[src/rtl/mem_preload.sv]
`default_nettype none
// ============================================================================
// Module   : mem_preload
// Brief    : Streams a source image into memunit, with optional readback verify.
// Revision : 1.0 - initial release
// ============================================================================
module mem_preload #(
    parameter int ADDR_W  = 16,
    parameter int DATA_W  = 16,
    parameter int TIMEOUT = 1024
) (
    input  logic              clk,
    input  logic              rst,
    input  logic              start,
    input  logic [ADDR_W-1:0] base_addr,
    input  logic [ADDR_W-1:0] length,
    input  logic              verify_en,
    output logic [ADDR_W-1:0] src_addr,
    input  logic [DATA_W-1:0] src_data,
    input  logic              mem_ready,
    output logic              mem_enable,
    output logic              mem_rwn,
    output logic [ADDR_W-1:0] mem_addr,
    output logic [DATA_W-1:0] mem_wdata,
    input  logic [DATA_W-1:0] mem_rdata,
    input  logic              mem_valid,
    output logic              busy,
    output logic              done,
    output logic              error,
    output logic              timeout,
    output logic [ADDR_W-1:0] err_addr,
    output logic [ADDR_W-1:0] err_count
);

    // Watchdog counter only needs to hold 0..TIMEOUT-1.
    localparam int c_WD_W = (TIMEOUT > 2) ? $clog2(TIMEOUT) : 1;
    localparam logic [c_WD_W-1:0] c_WD_LAST = c_WD_W'((TIMEOUT > 0) ? TIMEOUT - 1 : 0);

    typedef enum logic [2:0] {
        S_IDLE   = 3'd0,
        S_FETCH  = 3'd1,
        S_ISSUE  = 3'd2,
        S_WAIT   = 3'd3,
        S_VFETCH = 3'd4,
        S_RISSUE = 3'd5,
        S_RWAIT  = 3'd6,
        S_FIN    = 3'd7
    } state_t;

    state_t              r_state;
    state_t              w_state_next;
    logic [ADDR_W-1:0]   r_base;
    logic [ADDR_W-1:0]   r_len;
    logic [ADDR_W-1:0]   r_idx;
    logic                r_verify;
    logic [c_WD_W-1:0]   r_wd;
    logic                r_seen;
    logic [DATA_W-1:0]   r_rdata;

    logic                w_in_wait;
    logic                w_expire;
    logic                w_abort;
    logic [ADDR_W-1:0]   w_idx_inc;
    logic                w_last;
    logic [ADDR_W-1:0]   w_idx_next;
    logic                w_rd_seen;
    logic [DATA_W-1:0]   w_rd_word;
    logic                w_mismatch;

    assign w_in_wait  = (r_state == S_ISSUE) || (r_state == S_WAIT) ||
                        (r_state == S_RISSUE) || (r_state == S_RWAIT);
    assign w_expire   = (TIMEOUT != 0) && w_in_wait && (r_wd == c_WD_LAST);
    assign w_idx_inc  = r_idx + ADDR_W'(1);
    assign w_last     = (w_idx_inc == r_len);
    assign w_idx_next = w_last ? '0 : w_idx_inc;
    // Read data may arrive in the same cycle that ready rises.
    assign w_rd_seen  = r_seen | mem_valid;
    assign w_rd_word  = r_seen ? r_rdata : mem_rdata;
    assign w_mismatch = !w_rd_seen || (w_rd_word != mem_wdata);

    always_ff @(posedge clk) begin
        if (rst) begin
            r_state <= S_IDLE;
        end else begin
            r_state <= w_state_next;
        end
    end

    always_comb begin
        w_state_next = r_state;
        w_abort      = 1'b0;
        case (r_state)
            S_IDLE:   if (start) w_state_next = (length == '0) ? S_FIN : S_FETCH;
            S_FETCH:  w_state_next = S_ISSUE;
            S_VFETCH: w_state_next = S_RISSUE;
            S_ISSUE: begin
                if (!mem_ready) begin
                    w_state_next = S_WAIT;
                end else if (w_expire) begin
                    w_abort      = 1'b1;
                    w_state_next = S_FIN;
                end
            end
            S_RISSUE: begin
                if (!mem_ready) begin
                    w_state_next = S_RWAIT;
                end else if (w_expire) begin
                    w_abort      = 1'b1;
                    w_state_next = S_FIN;
                end
            end
            S_WAIT: begin
                if (mem_ready) begin
                    if (!w_last)       w_state_next = S_FETCH;
                    else if (r_verify) w_state_next = S_VFETCH;
                    else               w_state_next = S_FIN;
                end else if (w_expire) begin
                    w_abort      = 1'b1;
                    w_state_next = S_FIN;
                end
            end
            S_RWAIT: begin
                if (mem_ready) begin
                    w_state_next = w_last ? S_FIN : S_VFETCH;
                end else if (w_expire) begin
                    w_abort      = 1'b1;
                    w_state_next = S_FIN;
                end
            end
            S_FIN:    w_state_next = S_IDLE;
            default:  w_state_next = S_IDLE;
        endcase
    end

    always_ff @(posedge clk) begin
        if (rst) begin
            busy       <= 1'b0;
            done       <= 1'b0;
            error      <= 1'b0;
            timeout    <= 1'b0;
            mem_enable <= 1'b0;
            mem_rwn    <= 1'b1;
            mem_addr   <= '0;
            mem_wdata  <= '0;
            src_addr   <= '0;
            err_addr   <= '0;
            err_count  <= '0;
            r_base     <= '0;
            r_len      <= '0;
            r_idx      <= '0;
            r_verify   <= 1'b0;
            r_wd       <= '0;
            r_seen     <= 1'b0;
            r_rdata    <= '0;
        end else begin
            done <= 1'b0;
            if (w_state_next != r_state) begin
                r_wd <= '0;
            end else if (w_in_wait && (TIMEOUT != 0)) begin
                r_wd <= r_wd + c_WD_W'(1);
            end
            if (w_abort) begin
                error      <= 1'b1;
                timeout    <= 1'b1;
                mem_enable <= 1'b0;
            end
            case (r_state)
                S_IDLE: begin
                    if (start) begin
                        r_base    <= base_addr;
                        r_len     <= length;
                        r_verify  <= verify_en;
                        r_idx     <= '0;
                        src_addr  <= '0;
                        error     <= 1'b0;
                        timeout   <= 1'b0;
                        err_addr  <= '0;
                        err_count <= '0;
                        busy      <= 1'b1;
                    end
                end
                S_FETCH, S_VFETCH: begin
                    mem_enable <= 1'b1;
                    mem_rwn    <= (r_state == S_VFETCH);
                    mem_addr   <= r_base + r_idx;
                    mem_wdata  <= src_data;
                    r_seen     <= 1'b0;
                end
                S_ISSUE, S_RISSUE: begin
                    if (!mem_ready) mem_enable <= 1'b0;
                end
                S_WAIT: begin
                    if (mem_ready) begin
                        r_idx    <= w_idx_next;
                        src_addr <= w_idx_next;
                    end
                end
                S_RWAIT: begin
                    if (mem_valid && !r_seen) begin
                        r_seen  <= 1'b1;
                        r_rdata <= mem_rdata;
                    end
                    if (mem_ready) begin
                        r_idx    <= w_idx_next;
                        src_addr <= w_idx_next;
                        if (w_mismatch) begin
                            error <= 1'b1;
                            if (err_count != '1) err_count <= err_count + ADDR_W'(1);
                            if (err_count == '0) err_addr <= mem_addr;
                        end
                    end
                end
                S_FIN: begin
                    done <= 1'b1;
                    busy <= 1'b0;
                end
                default: ;
            endcase
        end
    end

endmodule
`default_nettype wire

[config.mk]
export PLATFORM = sky130hd
export DESIGN_NAME = mem_preload
export DESIGN_NICKNAME = d
export VERILOG_FILES = /design/src/rtl/mem_preload.sv
export SDC_FILE = /design/constraint.sdc
export NUM_CORES = 1
export LEC_CHECK = 0
export BUFFER_PORTS_ARGS = -buffer_cell sky130_fd_sc_hd__clkbuf_2
export CORE_ASPECT_RATIO = 1.5
export CORE_MARGIN = 2
export CORE_UTILIZATION = 60
export DETAILED_ROUTE_END_ITERATION = 10
export GPL_ROUTABILITY_DRIVEN = 0
export PLACE_DENSITY = 0.9
export SLEW_MARGIN = 20
export SYNTH_ARGS = -nofsm -noshare
export SYNTH_HDL_FRONTEND = slang
export SYNTH_SLANG_ARGS = --single-unit
[constraint.sdc]
create_clock -name clk -period 8.2 [get_ports clk]
set_input_delay 1.64 -clock clk [delete_from_list [all_inputs] [get_ports clk]]
set_output_delay 1.64 -clock clk [all_outputs]
set_load 0.1 [all_outputs]
==> flow_summary.toml, run 1 <==
[worst_setup_path]
ff2ff_path_depth = 6
crit_path_start_kind = "flip-flop"
end_kind = "flip-flop"
r2r_end = "r_idx[3]$_SDFFE_PP0P_"
crit_slowest_cell = "o21ba_1"
worstSetupPathType = "flip-flop to flip-flop"
cp.required_ns = 8.53
cp_max_fo = 28
r2r_setup_slack_ns = 4.16
reg2reg_from = "r_state[2]$_SDFF_PP0_"
slowest_delay_ns = 0.97
crit_chain = "nor2b_1, and2_1, o21ai_0, o21ba_1, a41oi_1, a311oi_1"
worstPathArrival_ns = 4.36

[clock_tree]
insertion_delay_ns = 0.42
cts_resized = 0
clock_sinks = 149
cts_root_buf = "clkbuf_16"
clock_path_buffers = 2
path_clk_slew_ns = 0.07
cts_tree = "done"
cts.htree.levels = 4
postCtsSetupBuffers = 0
numCtsBuffers = 17
hold_buffers = 0

[timing]
finClkSkew_ns = 0.00982
hold_violations = 0
fmax_ghz = 0.248
slew-limit-headroom_pct = 26.2
final-setup-viol-count = 0
maxSlewViolCount = 0
rsz0062_at_grt = "false"
finalCriticalPeriod_ns = 4.04
worst_pin_slew_ns = 1.11
finalCritPeriodShare_pct = 49.2
tns_ns = 0

[floorplan]
core-area_um2 = 12800
dieArea_um2 = 14000
start_util_pct = 60.8
io_pins = 156
fp.dieW_um = 97.1
die_h_um = 144
rows = 51

[drt]
ant_nets = 0
vias_per_cell = 6.06
drc = 0
routed_wl_um = 20900
drt_iter0_markers = 480
dr_total_vias = 7557
routedWlPerCell_um = 16.7
dr.pass1.iters = 6

[finish]
area_growth_syn_to_layout_pct = 17.2
finalInstanceArea_um2 = 9150
fillers = 993
finalNonFillerCells = 1248
seqCellArea_um2 = 2980
final_util_pct = 71.3
diodes = 0
layout_common_cells = "nand2_1 (167), clkbuf_2 (154), dfxtp_1 (149)"
drive_gt1_share_pct = 19.7
multi_input_area_um2 = 4500
layout_commonest_cell = "nand2_1"
layout.nets = 1166

[power_and_ir_drop]
irDropWorstVdd_uv = 143
swShare_pct = 31.1
powerDensity_nw_per_um2 = 201
power_frac_seq_pct = 42.3
p_leak_nw = 3.56
clockPowerShare_pct = 41.5
p_int_w = 0.00127
combPwrFrac_pct = 16.2
p_switching_w = 0.000572
total_power_w = 0.00184

[grt]
grt_pass1_vias = 6973
grt_overflow = 0
antenna_found_initial = 0
grt_max_degree = 86
grt_use_total_pct = 28.7
grt_pass1_wl_um = 32800

[yosys]
ys_ff_latch = 149
ys_warn_count = 0
ys.flop_type = "dfxtp_1"
ys_seq_area_share_pct = 38.2
synth_top_area_share_pct = 38.2
synth-edff-count = 0
syn_nets = 1048
synth_top_cell_by_area = "dfxtp_1"
syn_avg_cell_area_um2 = 8.14
synth_area_leaders = "dfxtp_1 (38%), nand2_1 (8.0%), a21oi_1 (7.1%)"
syn_inst = 958
synthDistinctLibCells = 68
synth-async-reset-ratio_pct = 0
syn_area_um2 = 7800

[placed_design]
io_buffer_count = 155
place_area_um2 = 8570
dp.cells = 1216
dp_hpwl_um = 14300

[worst_hold_path]
hold_path_class = "flip-flop to flip-flop"
hold_end = "r_base[2]$_SDFFE_PP0P_"
min_path_cells = 2
min_from = "r_base[2]$_SDFFE_PP0P_"

[run]
cap_violations = 0

[run_status]
status = "complete, no violations"
final cells by class:
class | count | area share (%)
Inverter | 20 | 0.821
Clock inverter | 14 | 1.52
Tap cell | 159 | 2.18
Multi-Input combinational cell | 729 | 49.2
Clock buffer | 18 | 4.80
Sequential cell | 149 | 32.6
Timing Repair Buffer | 159 | 8.84
cells in the mapped netlist, types with 11 or more instances:
cell type,n
nand2_1,167
nor3_1,20
dfxtp_1,149
a311oi_1,12
xor2_1,15
inv_1,20
o21ai_0,24
nand2b_1,19
clkbuf_1,44
nor2_1,55
nor4_1,16
xnor2_1,53
a211oi_1,12
and3_1,11
nand3_1,35
a21oi_1,110
mux2i_1,39
ha_1,19
kinds of logic (layout without fill, tap and decap cells):
logic type                 Yosys count  count (layout)  share of synthesized area [%]
adders and majority gates           20              20                           3.30
muxes                               40              40                           5.15
DFF                                149             149                           38.2
AOI/OAI and AO/OA                  224             224                           18.0
and+or+nand+nor                    377             377                           23.4
xor gates and xnor gates            68              68                           7.63
buffers and inverters               80             211                           4.28
through the flow:
stage	setup WS (ns)	hold slack, ns
2_1_floorplan	4.54	0.440
3_3_place_gp	4.15	0.446
3_5_place_dp	4.10	0.453
4_1_cts	4.27	0.462
5_1_grt	3.86	0.477
6_report	4.16	0.461
critical path: cells and delay by family (launching register included):
kind,cells,cell delay (ns)
and+or+nand+nor,2,1.24
DFF,1,0.83
AOI/OAI and AO/OA,4,1.86
state kept, by name (all words and copies together) (netlist names), 3 cells and up:
register,cells
err_addr,16
err_count,16
mem_addr,16
mem_wdata,16
r_base,16
r_idx,16
r_len,16
r_rdata,16
r_wd,10
r_state,3
power groups by stage:
stage | Combinational (W) | Clock, W | Sequential (W)
6_report | 0.000297 | 0.000763 | 0.000778
5_1_grt | 0.000320 | 0.000797 | 0.000782
4_1_cts | 0.000296 | 0.000768 | 0.000778
3_5_place_dp | 0.000293 | 0 | 0.000794
3_3_place_gp | 0.000288 | 0 | 0.000793
2_1_floorplan | 0.000153 | 0 | 0.000863
routing by layer:
metal  share of wire (%)  wire length [µm]  GRT usage (%)  vias to the layer above
li1                    -                 -              -                     3638
met2                  53             11000           52.4                      331
met3                 6.0              1250           5.11                       68
met1                  37              7760           32.0                     3520
met5                   0                 0              0                        -
met4                 4.2               874           14.8                        0
worst max-delay path by stage:
stage | start | endpoint | slack [ns] | cells past startpoint
finish | r_state[2]$_SDFF_PP0_ | r_idx[3]$_SDFFE_PP0P_ | 4.16 | 6
global route | r_state[2]$_SDFF_PP0_ | r_idx[15]$_SDFFE_PP0P_ | 3.86 | 6
CTS | r_state[2]$_SDFF_PP0_ | r_idx[3]$_SDFFE_PP0P_ | 4.27 | 6
detailed placement | mem_rdata[1] | err_addr[9]$_SDFFE_PP0P_ | 4.10 | 9
global placement | mem_rdata[1] | err_count[1]$_SDFFE_PP0P_ | 4.15 | 9
floorplan | r_idx[2]$_SDFFE_PP0P_ | r_idx[13]$_SDFFE_PP0P_ | 4.54 | 11
Power figures use the tool's default switching activity.
==> run 2, diff against run 1 <==
Settings changed: CORE_UTILIZATION 60 to 50, PLACE_DENSITY 0.9 to 0.8.
Clock period 8.2 ns to 3.33 ns, I/O delays scaled along.
==> run 2 against run 1 <==
Non-clock buffer count up 16; maximum frequency up 33%; sequential power up 150%; largest power group is now clock.
==> flow_summary.toml, run 2 (synthesized netlist as in run 1, its figures left out) <==
[floorplan]
core-area_um2 = 15200
dieArea_um2 = 16600
io_pins = 156
rows = 55
fp.dieW_um = 106
die_h_um = 157
start_util_pct = 51.3

[drt]
drt_iter0_markers = 531
routedWlPerCell_um = 16.3
dr_total_vias = 7528
dr.pass1.iters = 5
ant_nets = 0
drc = 0
vias_per_cell = 5.77
routed_wl_um = 21200

[timing]
worst_pin_slew_ns = 0.972
maxSlewViolCount = 0
hold_violations = 0
finalCritPeriodShare_pct = 91.3
finClkSkew_ns = 0.0117
fmax_ghz = 0.329
tns_ns = 0
slew-limit-headroom_pct = 35.2
finalCriticalPeriod_ns = 3.04
rsz0062_at_grt = "false"
final-setup-viol-count = 0

[worst_hold_path]
hold_path_class = "input pin to flip-flop"
hold_end = "r_base[6]$_SDFFE_PP0P_"
min_from = "base_addr[6]"
min_path_cells = 3

[clock_tree]
cts.htree.levels = 4
clock_sinks = 149
path_clk_slew_ns = 0.07
cts_tree = "done"
numCtsBuffers = 17
postCtsSetupBuffers = 0
cts_root_buf = "clkbuf_16"
clock_path_buffers = 2
insertion_delay_ns = 0.43

[worst_setup_path]
cp.required_ns = 3.61
reg2reg_from = "r_idx[0]$_SDFFE_PP0P_"
r2r_end = "r_idx[15]$_SDFFE_PP0P_"
cp_max_fo = 28
worstPathArrival_ns = 3.32
ff2ff_path_depth = 9
r2r_setup_slack_ns = 0.29
end_kind = "flip-flop"
worstSetupPathType = "flip-flop to flip-flop"
crit_path_start_kind = "flip-flop"

[placed_design]
place_area_um2 = 8770
dp_hpwl_um = 15200
io_buffer_count = 155

[finish]
layout.nets = 1182
diodes = 0
area_growth_syn_to_layout_pct = 20.3
drive_gt1_share_pct = 22.3
final_util_pct = 61.7
layout_common_cells = "nand2_1 (167), clkbuf_2 (154), dfxtp_1 (135)"
layout_commonest_cell = "nand2_1"
fillers = 1368
finalInstanceArea_um2 = 9390

[grt]
grt_pass1_vias = 7118
grt_overflow = 0
grt_pass1_wl_um = 34400
grt_max_degree = 104
grt_use_total_pct = 25.7
antenna_found_initial = 0

[power_and_ir_drop]
p_leak_nw = 3.66
powerDensity_nw_per_um2 = 494
irDropWorstVdd_uv = 410

[run]
cap_violations = 0

[run_status]
status = "complete, no violations"
-- run 2: changes by cell type in the layout (fill, tap and decap cells not counted), moves of 2 or more --
cell / delta
buf_4: +15
clkinv_4: -2
dfxtp_1: -14
dfxtp_2: +14
-- run 2: final cells by class --
| type | count | area, µm² | area share [%] |
|---|---|---|---|
| Timing Repair Buffer | 175 | 941 | 10.0 |
| Inverter | 20 | 75.1 | 0.800 |
| Clock buffer | 19 | 453 | 4.82 |
| Multi-Input combinational cell | 729 | 4510 | 48.0 |
| Sequential cell | 149 | 3000 | 32.0 |
| Clock inverter | 13 | 161 | 1.72 |
| Tap cell | 199 | 249 | 2.65 |
-- run 2: critical path, cell delays in order (launching register included) --
cell	delay, ns
dfxtp_2	0.45
ha_1	0.29
nand3_1	0.17
nor4_1	0.46
xnor2_1	0.18
nand3_1	0.10
a2111o_1	0.46
o21ba_2	0.42
a41oi_1	0.30
a311oi_1	0.07
-- run 2: what timing repair did --
| action | 4_1_cts | 5_1_grt |
|---|---|---|
| resized for setup | 0 | 3 |
| hold buffers | 0 | 0 |
| endpoints found under the setup margin | 0 | 16 |
-- run 2: worst max-delay path by stage --
stage / start / endpoint / slack, ns / cells past startpoint
finish: r_idx[0]$_SDFFE_PP0P_ / r_idx[15]$_SDFFE_PP0P_ / 0.29 / 9
CTS: r_idx[0]$_SDFFE_PP0P_ / r_idx[15]$_SDFFE_PP0P_ / 0.16 / 9
global route: r_idx[0]$_SDFFE_PP0P_ / r_idx[15]$_SDFFE_PP0P_ / 0.05 / 9
floorplan: r_idx[2]$_SDFFE_PP0P_ / r_idx[13]$_SDFFE_PP0P_ / 0.04 / 11
detailed placement: r_idx[0]$_SDFFE_PP0P_ / r_idx[15]$_SDFFE_PP0P_ / 0.18 / 9
global placement: r_idx[4]$_SDFFE_PP0P_ / r_idx[4]$_SDFFE_PP0P_ / 0.27 / 8
-- run 2: layer usage --
layer,part of all wire [%],vias up,track usage (%)
met3,6.0,67,5.13
met5,0,-,0
met1,38,3527,29.1
met2,51,272,45.0
li1,-,3662,-
met4,4.8,0,14.5
-- run 2: stage by stage --
step | hold WS, ns | setup slack [ns] | power, W | std cells
after floorplan | 0.440 | 0.0354 | 0.00250 | 958
after global placement | 0.448 | 0.271 | 0.00268 | 1272
after detailed placement | 0.458 | 0.183 | 0.00269 | 1272
after CTS | 0.437 | 0.156 | 0.00467 | 1304
after global routing | 0.449 | 0.0450 | 0.00482 | 1304
final | 0.453 | 0.291 | 0.00464 | 1304
-- run 2: report_power, final --
| part | internal, W | total (W) | switching (W) |
|---|---|---|---|
| sequential | 0.00185 | 0.00191 | 0.0000656 |
| clock | 0.00117 | 0.00198 | 0.000813 |
| combinational | 0.000213 | 0.000748 | 0.000535 |
==> run 3, diff against run 2 <==
--- a/config.mk
+++ b/config.mk
@@ -8,8 +8,9 @@
 export BUFFER_PORTS_ARGS = -buffer_cell sky130_fd_sc_hd__clkbuf_2
+export CAP_MARGIN = 20
 export CORE_ASPECT_RATIO = 1.5
 export CORE_MARGIN = 2
-export CORE_UTILIZATION = 50
+export CORE_UTILIZATION = 56
 export DETAILED_ROUTE_END_ITERATION = 10
 export GPL_ROUTABILITY_DRIVEN = 0
-export PLACE_DENSITY = 0.8
+export PLACE_DENSITY = 0.85
 export SLEW_MARGIN = 20
==> constraint.sdc (replaced) <==
create_clock -name clk -period 2.9 [get_ports clk]
set_input_delay 0.145 -clock clk [delete_from_list [all_inputs] [get_ports clk]]
set_output_delay 0.145 -clock clk [all_outputs]
set_load 0.1 [all_outputs]
==> run 3 against run 2 <==
The flow now finishes with violations (hold timing); register-to-register slack lost 0.16 ns; setup slack got worse by 0.16 ns; worst hold slack got worse by 0.45 ns; power up 18%; first-iteration DRC count fell by 16%; combinational power up 29%; routed wire length up 13%; core utilization rose by 14 points; sequential power up 14%; largest cell class unchanged; highest routed layer unchanged.
==> flow_summary.toml, run 3 (synthesized netlist as in run 1, its figures left out) <==
[grt]
grt_use_met2_pct = 56.5
grt_busiest_layer = "met2"
grt_pass1_vias = 7994
met3_usage_pct = 6.91
use_met1_pct = 34.3
grt_overflow = 0
grt_use_total_pct = 31.9
antenna_found_initial = 0
grt_pass1_wl_um = 38200
grt_max_degree = 58

[floorplan]
dieArea_um2 = 14900
io_pins = 156
fp.dieW_um = 100
rows = 52
start_util_pct = 57.7
die_h_um = 149
core-area_um2 = 13500

[power_and_ir_drop]
irDropWorstVdd_uv = 375
powerDensity_nw_per_um2 = 538
clockPowerShare_pct = 42.6
power_frac_seq_pct = 39.8
p_leak_nw = 4.05
combPwrFrac_pct = 17.6
swShare_pct = 31.1
p_int_w = 0.00378
p_switching_w = 0.00171
total_power_w = 0.00548

[finish]
drive_gt1_share_pct = 23.2
fillers = 902
seqCellArea_um2 = 3040
layout.nets = 1257
final_util_pct = 75.3
area_growth_syn_to_layout_pct = 30.6
multi_input_area_um2 = 4580
diodes = 0
layout_common_cells = "nand2_1 (167), clkbuf_2 (154), dfxtp_1 (133)"
layout_commonest_cell = "nand2_1"

[timing]
maxSlewViolCount = 0
slew-limit-headroom_pct = 41.8
setup_ws_ns = 0.135
rsz0062_at_grt = "false"
worst_pin_slew_ns = 0.862
fmax_ghz = 0.362
hold_violations = 1
finalCritPeriodShare_pct = 95.4
finalCriticalPeriod_ns = 2.77
final-setup-viol-count = 0
finClkSkew_ns = 0.00993
worst_hold_slack_ns = -0.00126

[worst_setup_path]
crit_path_start_kind = "flip-flop"
crit_slowest_cell = "a2111o_1"
slowest_delay_ns = 0.51
crit_start = "r_idx[2]$_SDFFE_PP0P_"
endpoint = "r_idx[4]$_SDFFE_PP0P_"
reg2reg_from = "r_idx[2]$_SDFFE_PP0P_"
r2r_end = "r_idx[4]$_SDFFE_PP0P_"
crit_chain = "nand4_4, or4_1, o211ai_1, o211ai_1, a2111o_1, o21ba_1, buf_4, a41oi_1, a311oi_1"
ff2ff_path_depth = 9
cp_max_fo = 12
critPathMostFrequentCell = "o211ai_1"
cp.required_ns = 3.18
worstPathArrival_ns = 3.05
end_kind = "flip-flop"
r2r_setup_slack_ns = 0.13
worstSetupPathType = "flip-flop to flip-flop"

[worst_hold_path]
hold_path_class = "input pin to flip-flop"

[drt]
vias_per_cell = 6.06
routedWlPerCell_um = 17.9
dr.pass1.iters = 8
drc = 0
drt_iter0_markers = 446
dr_total_vias = 8126
routed_wl_um = 24000
ant_nets = 0

[clock_tree]
cts_tree = "done"
numCtsBuffers = 17
cts.htree.levels = 4
path_clk_slew_ns = 0.07
cts_root_buf = "clkbuf_16"
clock_path_buffers = 2
insertion_delay_ns = 0.43
clock_sinks = 149

[run]
cap_violations = 0

[placed_design]
io_buffer_count = 155
dpl_worst_slack_ns = 0.0772
dp_hpwl_um = 15300

[run_status]
violations = "hold timing"
status = "complete, but fails checks"
run 3: what timing repair did:
item / in CTS / in global routing
endpoints found under the hold margin: 58 / 0
resized for setup: 0 / 10
hold buffers: 58 / 0
endpoints found under the setup margin: 0 / 26
setup buffers: 0 / 5
run 3: layout make-up:
| cell class | instances | share of cell area (%) |
|---|---|---|
| multi-input combinational | 729 | 45.0 |
| sequential | 149 | 29.8 |
| timing repair buffer | 250 | 16.3 |
| clock buffer | 18 | 4.42 |
| tap | 162 | 1.99 |
| clock inverter | 14 | 1.77 |
| inverter | 20 | 0.737 |
run 3: critical path, delay by kind of cell, from the launching register on:
family                 cells  cell delay, ns
AOI/OAI and AO/OA          6            1.35
buffers and inverters      1            0.19
DFF                        1            0.45
and+or+nand+nor            2            0.63
run 3: routing by layer:
layer	wire length [µm]	share of wire, %
met1	8910	37
met2	12300	51
met3	1440	6.0
met4	1310	5.5
met5	0	0
run 3: worst min path at each step:
stage | start | end | slack (ns) | depth (start not counted)
3_3_place_gp | base_addr[13] | r_base[13]$_SDFFE_PP0P_ | 0.37 | 3
3_5_place_dp | src_data[14] | mem_wdata[14]$_SDFFE_PP0P_ | 0.37 | 3
6_report | mem_rdata[7] | r_rdata[7]$_SDFFE_PP0P_ | -0.001 | 3
2_1_floorplan | base_addr[0] | r_base[0]$_SDFFE_PP0P_ | 0.28 | 2
5_1_grt | length[15] | r_len[15]$_SDFFE_PP0P_ | 0.003 | 3
4_1_cts | length[15] | r_len[15]$_SDFFE_PP0P_ | 0.0007 | 3
run 3: power by group through the flow:
| stage | combinational [W] | clock [W] | sequential, W |
|---|---|---|---|
| 2_1_floorplan | 0.000434 | 0 | 0.00243 |
| 3_3_place_gp | 0.000844 | 0 | 0.00222 |
| 3_5_place_dp | 0.000858 | 0 | 0.00222 |
| 4_1_cts | 0.000928 | 0.00234 | 0.00218 |
| 5_1_grt | 0.00103 | 0.00244 | 0.00219 |
| 6_report | 0.000964 | 0.00234 | 0.00218 |
run 3: per-stage QoR:
stage	hold WS [ns]	cells	cell area [µm²]	setup TNS, ns
final	-0.00126	1342	10200	0
after detailed placement	0.373	1247	8880	0
after floorplan	0.281	958	7920	-0.458
after global placement	0.368	1247	8880	0
after CTS	0.000723	1337	10100	0
after global routing	0.00274	1342	10200	0
